<file path="src/rtl/cpu_pkg.sv">
// Shared types and constants for the 4-bit accumulator CPU sequencing controller.
package cpu_pkg;

  localparam int OPCODE_W = 4;
  localparam int IMM_W    = 4;

  typedef enum logic [OPCODE_W-1:0] {
    OP_ADD_A    = 4'b0000,
    OP_MOV_A_B  = 4'b0001,
    OP_IN_A     = 4'b0010,
    OP_MOV_A_IM = 4'b0011,
    OP_MOV_B_A  = 4'b0100,
    OP_ADD_B    = 4'b0101,
    OP_IN_B     = 4'b0110,
    OP_MOV_B_IM = 4'b0111,
    OP_OUT_B    = 4'b1001,
    OP_OUT_IM   = 4'b1011,
    OP_JNC      = 4'b1110,
    OP_JMP      = 4'b1111
  } opcode_t;

  typedef enum logic [1:0] {
    SEL_A    = 2'd0,
    SEL_B    = 2'd1,
    SEL_IN   = 2'd2,
    SEL_ZERO = 2'd3
  } sel_t;

  typedef enum logic [1:0] {
    IDLE  = 2'd0,
    FETCH = 2'd1,
    EXEC  = 2'd2,
    HALT  = 2'd3
  } state_t;

endpackage

</file>
<file path="src/rtl/cpu_ctrl_if.sv">
// ROM and datapath-control bundle between the controller and the rest of the CPU.
interface cpu_ctrl_if #(parameter int PC_W = 4);
  import cpu_pkg::*;

  logic [PC_W-1:0]  addr;
  logic [7:0]       data;
  logic             carry;
  logic [IMM_W-1:0] imm;
  sel_t             sel;
  logic             ld_a;
  logic             ld_b;
  logic             ld_out;
  logic             ld_flag;

  modport master (
    output addr, imm, sel, ld_a, ld_b, ld_out, ld_flag,
    input  data, carry
  );

  modport slave (
    input  addr, imm, sel, ld_a, ld_b, ld_out, ld_flag,
    output data, carry
  );

endinterface

</file>
<file path="src/rtl/cpu_decode.sv">
// Combinational instruction decoder: opcode and carry to ALU source, load enables and jump.
module cpu_decode
  import cpu_pkg::*;
(
  input  logic [OPCODE_W-1:0] op,
  input  logic                carry,
  output sel_t                sel,
  output logic                ld_a,
  output logic                ld_b,
  output logic                ld_out,
  output logic                jump
);

  // Opcode table; unlisted opcodes fall through as NOP
  always_comb begin
    sel    = SEL_A;
    ld_a   = 1'b0;
    ld_b   = 1'b0;
    ld_out = 1'b0;
    jump   = 1'b0;
    case (op)
      OP_ADD_A:    begin sel = SEL_A;    ld_a   = 1'b1; end
      OP_ADD_B:    begin sel = SEL_B;    ld_b   = 1'b1; end
      OP_MOV_A_IM: begin sel = SEL_ZERO; ld_a   = 1'b1; end
      OP_MOV_B_IM: begin sel = SEL_ZERO; ld_b   = 1'b1; end
      OP_MOV_A_B:  begin sel = SEL_B;    ld_a   = 1'b1; end
      OP_MOV_B_A:  begin sel = SEL_A;    ld_b   = 1'b1; end
      OP_IN_A:     begin sel = SEL_IN;   ld_a   = 1'b1; end
      OP_IN_B:     begin sel = SEL_IN;   ld_b   = 1'b1; end
      OP_OUT_B:    begin sel = SEL_B;    ld_out = 1'b1; end
      OP_OUT_IM:   begin sel = SEL_ZERO; ld_out = 1'b1; end
      OP_JMP:      begin jump = 1'b1; end
      OP_JNC:      begin jump = ~carry; end
      default:     begin jump = 1'b0; end
    endcase
  end

endmodule

</file>
<file path="src/rtl/cpu_ctrl.sv">
// Sequencing controller: PC, instruction register, run/step/halt FSM and load-enable gating.
module cpu_ctrl
  import cpu_pkg::*;
#(
  parameter int PC_W             = 4,
  parameter bit HALT_ON_SELF_JMP = 1'b1
) (
  input  logic       clk,
  input  logic       n_rst,
  input  logic       tick,
  input  logic       run,
  input  logic       step,
  output logic       halted,
  cpu_ctrl_if.master bus
);

  state_t          state_q, state_d;
  logic [PC_W-1:0] pc_q, pc_d;
  logic [7:0]      ir_q, ir_d;
  logic            step_prev_q, step_prev_d;
  logic            pending_q, pending_d;

  sel_t            dec_sel_s;
  logic            dec_ld_a_s, dec_ld_b_s, dec_ld_out_s, dec_jump_s;
  logic            step_edge_s;
  logic            self_jmp_s;
  logic [PC_W-1:0] jump_tgt_s;

  cpu_decode u_decode (
    .op     (ir_q[7:4]),
    .carry  (bus.carry),
    .sel    (dec_sel_s),
    .ld_a   (dec_ld_a_s),
    .ld_b   (dec_ld_b_s),
    .ld_out (dec_ld_out_s),
    .jump   (dec_jump_s)
  );

  assign step_edge_s = step & ~step_prev_q;
  assign jump_tgt_s  = PC_W'(ir_q[IMM_W-1:0]);
  // Only an unconditional JMP onto itself halts; a JNC self-loop can still exit on carry
  assign self_jmp_s  = HALT_ON_SELF_JMP && (ir_q[7:4] == OP_JMP) && (jump_tgt_s == pc_q);

  assign bus.addr = pc_q;
  assign bus.imm  = ir_q[IMM_W-1:0];
  assign bus.sel  = dec_sel_s;
  assign halted   = (state_q == HALT);

  // Next-state, PC/IR update, step-pending bookkeeping and tick-gated load enables
  always_comb begin
    state_d     = state_q;
    pc_d        = pc_q;
    ir_d        = ir_q;
    step_prev_d = step;
    pending_d   = 1'b0;
    bus.ld_a    = 1'b0;
    bus.ld_b    = 1'b0;
    bus.ld_out  = 1'b0;
    bus.ld_flag = 1'b0;
    case (state_q)
      IDLE: begin
        if (tick && (run || pending_q || step_edge_s)) begin
          state_d   = FETCH;
          pending_d = 1'b0;
        end else begin
          pending_d = pending_q | step_edge_s;
        end
      end
      FETCH: begin
        if (tick) begin
          ir_d    = bus.data;
          state_d = EXEC;
        end else begin
          ir_d    = ir_q;
        end
      end
      EXEC: begin
        if (tick) begin
          bus.ld_a    = dec_ld_a_s;
          bus.ld_b    = dec_ld_b_s;
          bus.ld_out  = dec_ld_out_s;
          bus.ld_flag = 1'b1;
          pc_d        = dec_jump_s ? jump_tgt_s : pc_q + PC_W'(1'b1);
          if (self_jmp_s) begin
            state_d = HALT;
          end else if (run) begin
            state_d = FETCH;
          end else begin
            state_d = IDLE;
          end
        end else begin
          state_d = EXEC;
        end
      end
      HALT: begin
        state_d = HALT;
      end
      default: begin
        state_d = IDLE;
      end
    endcase
  end

  // State, PC, IR and step edge-detector registers
  always_ff @(posedge clk or negedge n_rst) begin
    if (!n_rst) begin
      state_q     <= IDLE;
      pc_q        <= '0;
      ir_q        <= 8'h00;
      step_prev_q <= 1'b0;
      pending_q   <= 1'b0;
    end else begin
      state_q     <= state_d;
      pc_q        <= pc_d;
      ir_q        <= ir_d;
      step_prev_q <= step_prev_d;
      pending_q   <= pending_d;
    end
  end

endmodule

</file>
<file path="src/flat_wrapper.sv">
// flat-port wrapper written by rule: the top's interface ports become plain ports
module cpu_ctrl_flat import cpu_pkg::*;
#(
  parameter int PC_W             = 4,
  parameter bit HALT_ON_SELF_JMP = 1'b1
)
  (clk, n_rst, tick, run, step, halted, bus_addr, bus_imm, bus_sel, bus_ld_a, bus_ld_b, bus_ld_out, bus_ld_flag, bus_data, bus_carry);
  cpu_ctrl_if #(.PC_W(PC_W)) bus_i ();
  input  logic clk;
  input  logic n_rst;
  input  logic tick;
  input  logic run;
  input  logic step;
  output logic halted;
  output wire logic [$bits(bus_i.addr)-1:0] bus_addr;
  output wire logic [$bits(bus_i.imm)-1:0] bus_imm;
  output wire logic [$bits(bus_i.sel)-1:0] bus_sel;
  output wire logic [$bits(bus_i.ld_a)-1:0] bus_ld_a;
  output wire logic [$bits(bus_i.ld_b)-1:0] bus_ld_b;
  output wire logic [$bits(bus_i.ld_out)-1:0] bus_ld_out;
  output wire logic [$bits(bus_i.ld_flag)-1:0] bus_ld_flag;
  input wire logic [$bits(bus_i.data)-1:0] bus_data;
  input wire logic [$bits(bus_i.carry)-1:0] bus_carry;
  assign bus_addr = bus_i.addr;
  assign bus_imm = bus_i.imm;
  assign bus_sel = bus_i.sel;
  assign bus_ld_a = bus_i.ld_a;
  assign bus_ld_b = bus_i.ld_b;
  assign bus_ld_out = bus_i.ld_out;
  assign bus_ld_flag = bus_i.ld_flag;
  assign bus_i.data = bus_data;
  assign bus_i.carry = bus_carry;
  cpu_ctrl #(.PC_W(PC_W), .HALT_ON_SELF_JMP(HALT_ON_SELF_JMP)) u_core (.clk(clk), .n_rst(n_rst), .tick(tick), .run(run), .step(step), .halted(halted), .bus(bus_i));
endmodule
</file>
<file path="config.mk">
export PLATFORM = sky130hd
export DESIGN_NAME = cpu_ctrl_flat
export DESIGN_NICKNAME = d
export VERILOG_FILES = /design/src/rtl/cpu_pkg.sv /design/src/rtl/cpu_ctrl_if.sv /design/src/rtl/cpu_decode.sv /design/src/rtl/cpu_ctrl.sv /design/src/flat_wrapper.sv
export SDC_FILE = /design/constraint.sdc
export NUM_CORES = 1
export LEC_CHECK = 0
export BUFFER_PORTS_ARGS = -buffer_cell sky130_fd_sc_hd__buf_2
export CORE_MARGIN = 1
export CORE_UTILIZATION = 45
export DETAILED_ROUTE_END_ITERATION = 8
export GPL_TIMING_DRIVEN = 0
export PLACE_DENSITY = 0.7
export RECOVER_POWER = 50
export SYNTH_ARGS = -nofsm -noshare
export SYNTH_HDL_FRONTEND = slang
export SYNTH_HIERARCHICAL = 1
export SYNTH_SLANG_ARGS = --single-unit
</file>
<file path="constraint.sdc">
create_clock -name clk -period 2.9 [get_ports clk]
set_clock_uncertainty 0.1 [all_clocks]
set_input_delay 0.29 -clock clk [delete_from_list [all_inputs] [get_ports clk]]
set_output_delay 0.29 -clock clk [all_outputs]
set_load 0.02 [all_outputs]
</file>
==> flow_summary.toml <==
[global_route]
grt_pass1_vias = 649
grt_antenna_before_repair = 0
grt.total_usage_pct = 18.20
grt_max_degree = 17
grt_pass1_wl_um = 2697
grt-ovfl-total = 0

[clock_network]
clock_sinks = 16
tritoncts = "done"
htreeDepth = 1
cts_buffer_depth = 2
cts_hold_buf = 1
clk_latency_ns = 0.29
numCtsBuffers = 3
root_buffer = "clkbuf_4"
cts_setup_buffers = 0
postCtsResizedCells = 0
clk_pin_slew_ns = 0.09

[routing]
dr_wl_met3_um = 78
via_per_inst = 5.120
wirelength_um = 1695
drt_iter0_markers = 9
top_layer_used = "met4"
num_vias = 727
drt-pass1-iter-count = 4
wl_met2_um = 853
final_antenna_net_count = 0
wl_per_cell_um = 11.94
wl_met1_um = 722
drcViolationCount = 0

[logic_synthesis]
synth_fa_ha_area_share_pct = 1.385
synthTopCellsByArea = "dfrtp_1 (44%), mux2_2 (10%), buf_4 (5.0%)"
synth_top_family_by_area = "simple AND/OR/NAND/NOR gates"
synth_largest_area_cell = "dfrtp_1"
synth_common_cells = "dfrtp_1 (16), mux2_2 (8), a21oi_1 (6), buf_4 (6), o21ai_0 (6)"
syn_inst = 86
synth_edf_count = 0
synth_compound_area_share_pct = 11.22
avgSynthCellArea_um2 = 10.50
yosysUniqueCellTypes = 31
synth.most_common_cell = "dfrtp_1"
syn_nets = 101
ys_async_sr_fraction_pct = 100.0
synthFlopType = "dfrtp_1"
synth_xor_area_share_pct = 3.878
yosysWarnings = 6
synth_seq_cells = 16
synth_area_um2 = 903.4
ys_seq_area_share_pct = 44.32
synthMuxAreaShare_pct = 12.19
synthSimpleGateAreaFrac_pct = 19.39
synth_top_area_share_pct = 44.32

[power]
p_per_area_mw_per_mm2 = 1075
ir_worst_vdd_uv = 564.6
leakagePower_nw = 0.5315
seq_power_share_pct = 39.4
p_int_uw = 657.9
comb_power_share_pct = 50.6
clkPwrFrac_pct = 10.0
power_mw = 1.169
switching_share_pct = 43.72
power_switching_uw = 511.1

[placement]
gp_congestion = 0.7463
dp_slack_ns = 1.366
portBuffers = 27
dp_hpwl_um = 1332

[setup_path]
rrSetupSlack_ns = 1.41
critPathTopFamily = "buffers and inverters"
path_cells = "buf_4 -> nand3b_4 -> inv_1 -> and2_1 -> buf_2"
path_buf_inv = 3
path_class = "register to primary output"
cpPeakStageDelay_ns = 0.38
arrival_ns = 1.46
critPathMaxFanout = 9
startpoint_type = "register"
end_kind = "primary output"
cp.required_ns = 2.51
crit_slowest_cell = "dfrtp_1"

[floorplanning]
die_h_um = 46.81
start_util_pct = 50.14
die-area_mm2 = 0.002191
core.rowCount = 15
dieWidth_um = 46.81
io_pins = 29
core-area_mm2 = 0.001802

[sta]
finalHoldViolCount = 0
tns_ns = 0
min_period_ns = 1.852
period_share_pct = 63.87
clock.fmax_ghz = 0.5399
final.setup.worst_slack_ns = 1.048
slew_viol_final = 0
worst_slew_pin_slew_ns = 0.8329
slew-limit-headroom_pct = 44.47
rsz0062_at_grt = "no"
whs_ns = 0.02143
setup_viol = 0

[status]
run_status = "complete, no violations"

[layout]
diodes = 0
num-fill-cells = 166
fin_nets = 134
multi_input_area_um2 = 421.7
syn2layout_area_growth_pct = 20.36
seqCellArea_um2 = 400.4
drive_gt1_share_pct = 41.88

[run]
maxCapViolCount = 0

[worst_hold_path]
hp-class = "input port to register"
## cell type report
cell class | instances | area share (%)
Multi-Input combinational cell | 58 | 38.78
Tap cell | 25 | 2.877
Sequential cell | 16 | 36.82
Timing Repair Buffer | 28 | 13.12
Buffer | 7 | 4.603
Inverter | 5 | 1.726
Clock buffer | 3 | 2.071
## worst reg2reg max path, stage by stage (launching register included)
cell,delay (ns)
dfrtp_1,0.44
inv_1,0.13
nand3_1,0.32
mux2_2,0.39
## final timing paths
| check | from | cells past startpoint | endpoint |
|---|---|---|---|
| hold / removal | step | 1 | u_core/step_prev_q |
| max in group asynchronous | n_rst | 2 | u_core/ir_q[3] |
| min in group asynchronous | n_rst | 2 | u_core/ir_q[5] |
| setup reg to reg | u_core/state_q[1] | 3 | u_core/ir_q[1] |
| hold reg to reg | u_core/pending_q | 2 | u_core/pending_q |
| setup / recovery | u_core/state_q[0] | 5 | bus_ld_a |
## registers in the layout, summed over array words and instances (netlist names)
name	cells
u_core/state_q	2
u_core/step_prev_q	1
u_core/pending_q	1
u_core/ir_q	8
u_core/bus.addr	4
## power by group through the flow
stage | Sequential [mW] | Clock, mW | Combinational (mW)
floorplan | 0.464 | 0 | 0.438
global placement | 0.457 | 0 | 0.583
detailed placement | 0.464 | 0 | 0.607
CTS | 0.461 | 0.119 | 0.611
global route | 0.481 | 0.127 | 0.654
finish | 0.461 | 0.117 | 0.592
## kinds of logic (layout without fill, tap and decap cells)
| kind of cell | Yosys count | count (layout) |
|---|---|---|
| simple gates | 26 | 26 |
| compound gates | 17 | 17 |
| flops | 16 | 16 |
| buf+inv | 12 | 43 |
| mux | 10 | 10 |
| xor+xnor | 4 | 4 |
| fa+ha+maj | 1 | 1 |
## cell usage in the layout, fill, tap and decap left out, types with 5 or more instances in the layout
| master | count |
|---|---|
| o21ai_0 | 6 |
| mux2_2 | 8 |
| dfrtp_1 | 16 |
| buf_2 | 26 |
| buf_4 | 6 |
| nor2_1 | 5 |
| inv_1 | 5 |
| a21oi_1 | 6 |
## layer usage
layer	vias up	global-route usage, %
met3	5	2.308
met5	-	0
met2	24	29.72
met1	343	22.57
li1	355	-
met4	0	12.00
## stage by stage
| stage | utilization (%) | cells | instance area, um2 |
|---|---|---|---|
| after floorplan | - | 86 | 903.4 |
| after global placement | 59.38 | 138 | 1070 |
| after detailed placement | 59.38 | 138 | 1070 |
| after CTS | 61.18 | 142 | 1102 |
| after global routing | 60.35 | 142 | 1087 |
| final | 60.35 | 142 | 1087 |
Note: power is estimated with default switching activity, not from simulation.
